===== src/rtl/rtlola_sched_pkg.sv =====
// Shared types and default parameters for the RTLola evaluation scheduler.
package rtlola_sched_pkg;
  localparam int DEF_NUM_INPUTS    = 3;
  localparam int DEF_NUM_LAYERS    = 4;
  localparam int DEF_QUEUE_DEPTH   = 4;
  localparam int DEF_PERIOD_CYCLES = 500;
  localparam int DEF_TS_WIDTH      = 32;
  localparam int DEF_PTR_W         = $clog2(DEF_QUEUE_DEPTH);

  typedef struct packed {
    logic [DEF_NUM_INPUTS-1:0] mask;
    logic                      periodic;
    logic [DEF_TS_WIDTH-1:0]   ts;
  } sched_event_t;
endpackage


===== src/rtl/rtlola_eval_scheduler_fifo.sv =====
// Power-of-two event queue with simultaneous push/pop and no fall-through.
module event_fifo
  import rtlola_sched_pkg::*;
#(
  parameter int DEPTH = DEF_QUEUE_DEPTH,
  parameter int WIDTH = $bits(sched_event_t)
) (
  input  logic                     clk,
  input  logic                     rst_n,
  input  logic                     push,
  input  logic                     pop,
  input  logic [WIDTH-1:0]         din,
  output logic [WIDTH-1:0]         dout,
  output logic                     full,
  output logic                     empty,
  output logic [$clog2(DEPTH):0]   count
);
  localparam int PTR_W = $clog2(DEPTH);
  localparam logic [PTR_W:0] FULL_CNT = (PTR_W + 1)'(DEPTH);

  logic [WIDTH-1:0] mem [DEPTH];
  logic [PTR_W-1:0] wr_ptr;
  logic [PTR_W-1:0] rd_ptr;

  assign dout  = mem[rd_ptr];
  assign full  = (count == FULL_CNT);
  assign empty = (count == '0);

  // Storage needs no reset: the pointers alone define which entries are live.
  always_ff @(posedge clk) begin
    if (push) mem[wr_ptr] <= din;
  end

  always_ff @(posedge clk or negedge rst_n) begin
    if (!rst_n) begin
      wr_ptr <= '0;
      rd_ptr <= '0;
      count  <= '0;
    end else begin
      if (push) wr_ptr <= wr_ptr + 1'b1;
      if (pop)  rd_ptr <= rd_ptr + 1'b1;
      case ({push, pop})
        2'b10:   count <= count + 1'b1;
        2'b01:   count <= count - 1'b1;
        default: count <= count;
      endcase
    end
  end
endmodule


===== src/rtl/rtlola_eval_scheduler.sv =====
// Merges input arrivals and periodic deadlines into timestamped events, queues
// them, and issues at most one per cycle into a shifting layer-enable pipeline.
module rtlola_eval_scheduler
  import rtlola_sched_pkg::*;
#(
  parameter int NUM_INPUTS    = DEF_NUM_INPUTS,
  parameter int NUM_LAYERS    = DEF_NUM_LAYERS,
  parameter int QUEUE_DEPTH   = DEF_QUEUE_DEPTH,
  parameter int PERIOD_CYCLES = DEF_PERIOD_CYCLES,
  parameter int TS_WIDTH      = DEF_TS_WIDTH
) (
  input  logic                         clk,
  input  logic                         rst,
  input  logic                         en,
  input  logic [NUM_INPUTS-1:0]        new_input,
  input  logic                         hold,
  output logic                         q_push,
  output logic                         q_push_valid,
  output logic                         q_pop,
  output logic                         q_pop_valid,
  output logic [NUM_LAYERS:0]          layer_en,
  output logic [NUM_INPUTS-1:0]        ev_mask,
  output logic [TS_WIDTH-1:0]          ev_ts,
  output logic                         slide,
  output logic                         overflow,
  output logic [$clog2(QUEUE_DEPTH):0] q_count
);
  localparam int EV_W  = NUM_INPUTS + 1 + TS_WIDTH;
  localparam int PER_W = $clog2(PERIOD_CYCLES);
  localparam logic [PER_W-1:0] PER_RELOAD = PER_W'(PERIOD_CYCLES - 1);

  logic [TS_WIDTH-1:0] ts;
  logic [TS_WIDTH-1:0] ts_next;
  logic [PER_W-1:0]    per_cnt;
  logic                deadline;
  logic                form;
  logic                pop;
  logic                push;
  logic                full;
  logic                empty;
  logic [EV_W-1:0]     ev_in;
  logic [EV_W-1:0]     ev_head;

  // An event is stamped with the count of enabled edges including its own.
  assign ts_next  = ts + 1'b1;
  assign deadline = (per_cnt == '0);
  assign form     = en && ((|new_input) || deadline);
  assign pop      = en && !hold && !empty;
  assign push     = form && (!full || pop);
  assign ev_in    = {new_input, deadline, ts_next};

  event_fifo #(
    .DEPTH (QUEUE_DEPTH),
    .WIDTH (EV_W)
  ) u_fifo (
    .clk   (clk),
    .rst_n (rst),
    .push  (push),
    .pop   (pop),
    .din   (ev_in),
    .dout  (ev_head),
    .full  (full),
    .empty (empty),
    .count (q_count)
  );

  always_ff @(posedge clk or negedge rst) begin
    if (!rst) begin
      ts           <= '0;
      per_cnt      <= PER_RELOAD;
      q_push       <= 1'b0;
      q_push_valid <= 1'b0;
      q_pop        <= 1'b0;
      q_pop_valid  <= 1'b0;
      layer_en     <= '0;
      ev_mask      <= '0;
      ev_ts        <= '0;
      slide        <= 1'b0;
      overflow     <= 1'b0;
    end else if (en) begin
      ts           <= ts_next;
      per_cnt      <= deadline ? PER_RELOAD : per_cnt - 1'b1;
      q_push       <= form;
      q_push_valid <= push;
      q_pop        <= pop;
      q_pop_valid  <= pop;
      layer_en     <= {layer_en[NUM_LAYERS-1:0], pop};
      if (form && !push) overflow <= 1'b1;
      if (pop) {ev_mask, slide, ev_ts} <= ev_head;
      else     {ev_mask, slide, ev_ts} <= '0;
    end
  end
endmodule


===== config.mk =====
export PLATFORM = sky130hd
export DESIGN_NAME = rtlola_eval_scheduler
export DESIGN_NICKNAME = d
export VERILOG_FILES = /design/src/rtl/rtlola_sched_pkg.sv /design/src/rtl/rtlola_eval_scheduler_fifo.sv /design/src/rtl/rtlola_eval_scheduler.sv
export SDC_FILE = /design/constraint.sdc
export NUM_CORES = 1
export LEC_CHECK = 0
export ABC_AREA = 1
export ABC_CLOCK_PERIOD_IN_PS = 3000
export CAP_MARGIN = 20
export CORE_MARGIN = 5
export CORE_UTILIZATION = 46
export DETAILED_ROUTE_END_ITERATION = 10
export PLACE_DENSITY = 0.75
export SYNTH_ARGS = -nofsm -noshare
export SYNTH_HDL_FRONTEND = slang
export SYNTH_SLANG_ARGS = --single-unit

===== constraint.sdc =====
create_clock -name clk -period 3 [get_ports clk]
set_clock_uncertainty 0.15 [all_clocks]
set_input_delay 0.6 -clock clk [delete_from_list [all_inputs] [get_ports clk]]
set_output_delay 0.6 -clock clk [all_outputs]
set_load 0.05 [all_outputs]

==> reports/qor.txt <==
TIMING
----------------------------------------------------------------------------
Final setup margin                                                 0.4514 ns
Post-Route Setup TNS                                                    0 ns
Unrepaired setup endpoints after global routing                           no
Final count of pins violating max slew                                     0
Rel. slew slack                                                       0.3103
Tightest Pin Transition                                             1.035 ns
Time the worst path needs with I/O delays and setup                 2.549 ns
Fmax                                                               392.4 MHz
Ratio of final minimum period to clock period                         0.8495
Hold Fails Final Rpt                                                       0
Finish-stage setup viols                                                   0

FLOORPLAN
----------------------------------------------------------------------------
Effective utilization at floorplan                                    0.4652
Standard-cell rows                                                        54
IO Pins                                                                   56
Standard cell core area                                          21690 sq um
Die X-Extent                                                    158.1 microns
Die footprint                                                    25000 sq um
Die boundary height                                             158.1 microns

SYNTHESIS
----------------------------------------------------------------------------
Syn Nets                                                                 922
Warnings from Yosys                                                        0
Sequential-to-total area share from yosys stat                        0.6576
Post-synthesis share of cell area spent on xor and xnor gates        0.03224
Adder and majority cell fraction of the synthesized area            0.009425
Share of synthesized cell area in and, or, nand and nor gates         0.1586
Largest family of logic cells by synthesized area               simple AND/OR/NAND/NOR gates
Mapped Area                                                      10090 sq um
Synthesized netlist cell count                                           908
Average cell area after synthesis                                11.11 sq um
Complex-gate fraction of the synthesized area                        0.08755
Distinct cells, synth                                                     38
Number of flip-flops and latches in the synthesized netlist              236
Share of cell area taken by muxes after synthesis                          0

CRITICAL PATH
----------------------------------------------------------------------------
Largest fanout of any net on the critical path                             5
Worst path bufs/invs                                                       1
Worst Path Required                                                  2.25 ns
Kind of cell adding the most delay to the critical path         buffers and inverters
R2R Setup Slk                                                        0.60 ns
Worst Path Class, Setup                                           reg -> out
CP endpoint kind                                                primary output
Cell breakdown of the critical path                             clkdlybuf4s50_1
Slowest stage cell on the critical path                         sky130_fd_sc_hd__clkdlybuf4s50_1
Data arrival time at the worst-slack endpoint                        1.80 ns
Startpoint types                                                        flop
Max incr delay on CP                                                 0.85 ns

POWER
----------------------------------------------------------------------------
Leakage dissipation                                                 4.819 nW
Power share of the sequential group                                    0.407
Internal portion of total power                                     7.488 mW
Share of power burned in the clock network                             0.270
Final total power                                                   11.64 mW
Switching share of power                                              0.3569
Power share of the combinational group                                 0.323
Pwr per Cell Area                                               977.5 nW/um^2
Power dissipated by switching net loads                             4.155 mW
VDD IR-drop max                                                    0.5829 mV

CLOCKING
----------------------------------------------------------------------------
CTS tree                                                                 yes
# clock sinks                                                            236
Clock root buffer master                                        sky130_fd_sc_hd__clkbuf_16
Post-CTS setup buffers                                                     0
Skew-Pair Late Insertion Delay                                       0.51 ns
Max Root-Sink Buffers                                                      3
Number of buffers created by CTS                                          24
Number of levels in the clock H-tree                                       1
Clock Pin Slew Worst Setup and Hold Paths                            0.06 ns
Resized cells post-CTS                                                     0

GLOBAL ROUTING
----------------------------------------------------------------------------
GRT Util Overall                                                      0.1650
Antenna violations before repair                                           0
Number of global-route vias before repair                               6553
Maximum number of pins on one net before global-route repair             111
First-pass GRT wire length                                          33.38 mm
Overflow left after global routing                                         0

ROUTE
----------------------------------------------------------------------------
Detailed Routing Iterations Pass 1                                         5
Initial detailed-routing violation count                                 515
Routed vias/inst                                                       5.220
Number of nets still failing antenna checks after routing                  0
Total Wirelength                                                    20.38 mm
Total via count after detailed routing                                  6608
DRC Markers                                                                0
Routed length per instance                                      16.10 microns

PLACE
----------------------------------------------------------------------------
Worst slack at placement                                           0.1356 ns
Post-placement cell area                                         10980 sq um
DPL Wire Length                                                     12.60 mm
Routability Congestion                                                0.8607
Number of input and output port buffers inserted                          55

LAYOUT
----------------------------------------------------------------------------
Core utilization of the finished layout                               0.5492
Number of nets at the end of the flow                                    982
Final standard cell area without fillers                         11910 sq um
Layout Area Growth over Synthesis                                     18.06%
Count of antenna diodes in the layout                                      0
Share of cells above drive strength 1                                 0.1095

RUN
----------------------------------------------------------------------------
Max-cap violation count                                                    0

RUN STATUS
----------------------------------------------------------------------------
Status                                                          complete, no violations

WORST HOLD PATH
----------------------------------------------------------------------------
Type of the worst min-delay path                                  reg -> reg

[registers in the layout, indices dropped and copies added, names as in the netlist]
name and flops:
ts 32, q_push_valid 1, ev_mask 3, overflow 1, q_push 1, per_cnt 9
slide 1, layer_en 5, u_fifo.mem 144, ev_ts 32, u_fifo.wr_ptr 2, u_fifo.rd_ptr 2
u_fifo.count 3
[power by group through the flow]
stage	Sequential, mW	Clock, mW	Combinational (mW)
2_1_floorplan	5.57	0	1.75
3_3_place_gp	4.79	0	3.61
3_5_place_dp	4.80	0	3.72
4_1_cts	4.75	3.20	3.75
5_1_grt	4.82	3.34	4.11
6_report	4.74	3.15	3.76
[final timing paths]
kind                            cells past startpoint                 to       startpoint
worst max register to register                      9  u_fifo.mem[2][14]       per_cnt[0]
worst min-delay path                                2        layer_en[4]      layer_en[4]
min in group asynchronous                           2    u_fifo.count[0]              rst
max in group asynchronous                           3   u_fifo.rd_ptr[0]              rst
worst min register to register                      2        layer_en[4]      layer_en[4]
worst max-delay path                                1         q_count[0]  u_fifo.count[0]
[synthesized netlist by cell type]
master | instances | area [sq um]
sky130_fd_sc_hd__dfrtp_1 | 85 | 2127
sky130_fd_sc_hd__inv_2 | 5 | 18.77
sky130_fd_sc_hd__a21oi_2 | 1 | 8.760
sky130_fd_sc_hd__xnor2_1 | 2 | 17.52
sky130_fd_sc_hd__inv_1 | 92 | 345.3
sky130_fd_sc_hd__a21oi_1 | 37 | 185.2
sky130_fd_sc_hd__nand2_1 | 226 | 848.3
sky130_fd_sc_hd__nor2_2 | 6 | 37.54
sky130_fd_sc_hd__nor2_1 | 31 | 116.4
sky130_fd_sc_hd__o21ai_0 | 58 | 290.3
sky130_fd_sc_hd__nand2_2 | 4 | 25.02
sky130_fd_sc_hd__buf_1 | 6 | 22.52
sky130_fd_sc_hd__nor3_4 | 3 | 48.80
sky130_fd_sc_hd__buf_2 | 11 | 55.05
sky130_fd_sc_hd__nor3_1 | 10 | 50.05
sky130_fd_sc_hd__dfstp_2 | 7 | 183.9
sky130_fd_sc_hd__a32o_1 | 36 | 360.4
sky130_fd_sc_hd__nand3_4 | 3 | 52.55
sky130_fd_sc_hd__nand3b_1 | 2 | 15.01
sky130_fd_sc_hd__o21ai_1 | 3 | 15.01
sky130_fd_sc_hd__and2_1 | 1 | 6.260
sky130_fd_sc_hd__buf_4 | 3 | 22.52
sky130_fd_sc_hd__nand4_1 | 8 | 50.05
sky130_fd_sc_hd__o21ai_2 | 1 | 8.760
sky130_fd_sc_hd__nand3_1 | 53 | 265.3
sky130_fd_sc_hd__clkbuf_1 | 21 | 78.83
sky130_fd_sc_hd__nor2_4 | 4 | 45.04
sky130_fd_sc_hd__nand3_2 | 1 | 10.01
sky130_fd_sc_hd__clkinv_1 | 2 | 7.510
sky130_fd_sc_hd__ha_1 | 6 | 75.07
sky130_fd_sc_hd__xnor2_2 | 5 | 81.33
sky130_fd_sc_hd__o211ai_1 | 1 | 7.510
sky130_fd_sc_hd__o21bai_1 | 1 | 7.510
sky130_fd_sc_hd__xor2_2 | 1 | 16.27
sky130_fd_sc_hd__xor2_1 | 24 | 210.2
sky130_fd_sc_hd__nor3_2 | 3 | 30.03
sky130_fd_sc_hd__edfxtp_1 | 144 | 4324
sky130_fd_sc_hd__fa_1 | 1 | 20.02
[metal layers]
metal  up-vias  GRT usage  part of all wire
met5         -          0                 0
met4         0    0.04143             0.019
met3        37    0.02761             0.049
met2       167     0.2797              0.48
met1      3198     0.2234              0.45
li1       3206          -                 -
[cell type report]
type                    instances  area (sq um)
inverters                      99         371.6
well taps                     280         350.3
clock buffers                  32         691.9
flip-flops and latches        236          6636
multi-input cells             532          2942
repair buffers                 75         760.7
fillers                      1769          9777
clock inverters                12         158.9
[per-stage QoR]
stage,instances,hold slack (ns)
after floorplan,908,0.1544
after global placement,1218,0.3129
after detailed placement,1218,0.3200
after CTS,1263,0.3434
after global routing,1266,0.3628
final,1266,0.3374
[timing repair]
item                                   4_1_cts  5_1_grt
hold buffers                                 1        0
endpoints found under the hold margin       32        0
setup endpoints to repair                    0        0
[cell families (layout without fill, tap and decap cells)]
family,Yosys count,after routing
AO/OA/AOI/OAI,138,138
XOR/XNOR,32,32
adder cells (fa/ha/maj),7,7
buffers and inverters,140,218
flip-flops,236,236
AND/OR/NAND/NOR,355,355
[placed cells by master, fill, tap and decap left out, drive strengths merged, types with 8 or more instances in the layout]
cell type and count:
nor2 41, clkdlybuf4s50 53, clkbuf 32, o21ai 62
a32o 36, inv 98, dfrtp 85, clkinv 9
nand3 57, a21oi 38, xor2 25, nor3 16
nand4 8, buf 21, edfxtp 144, nand2 230
Note: power is estimated with default switching activity, not from simulation.
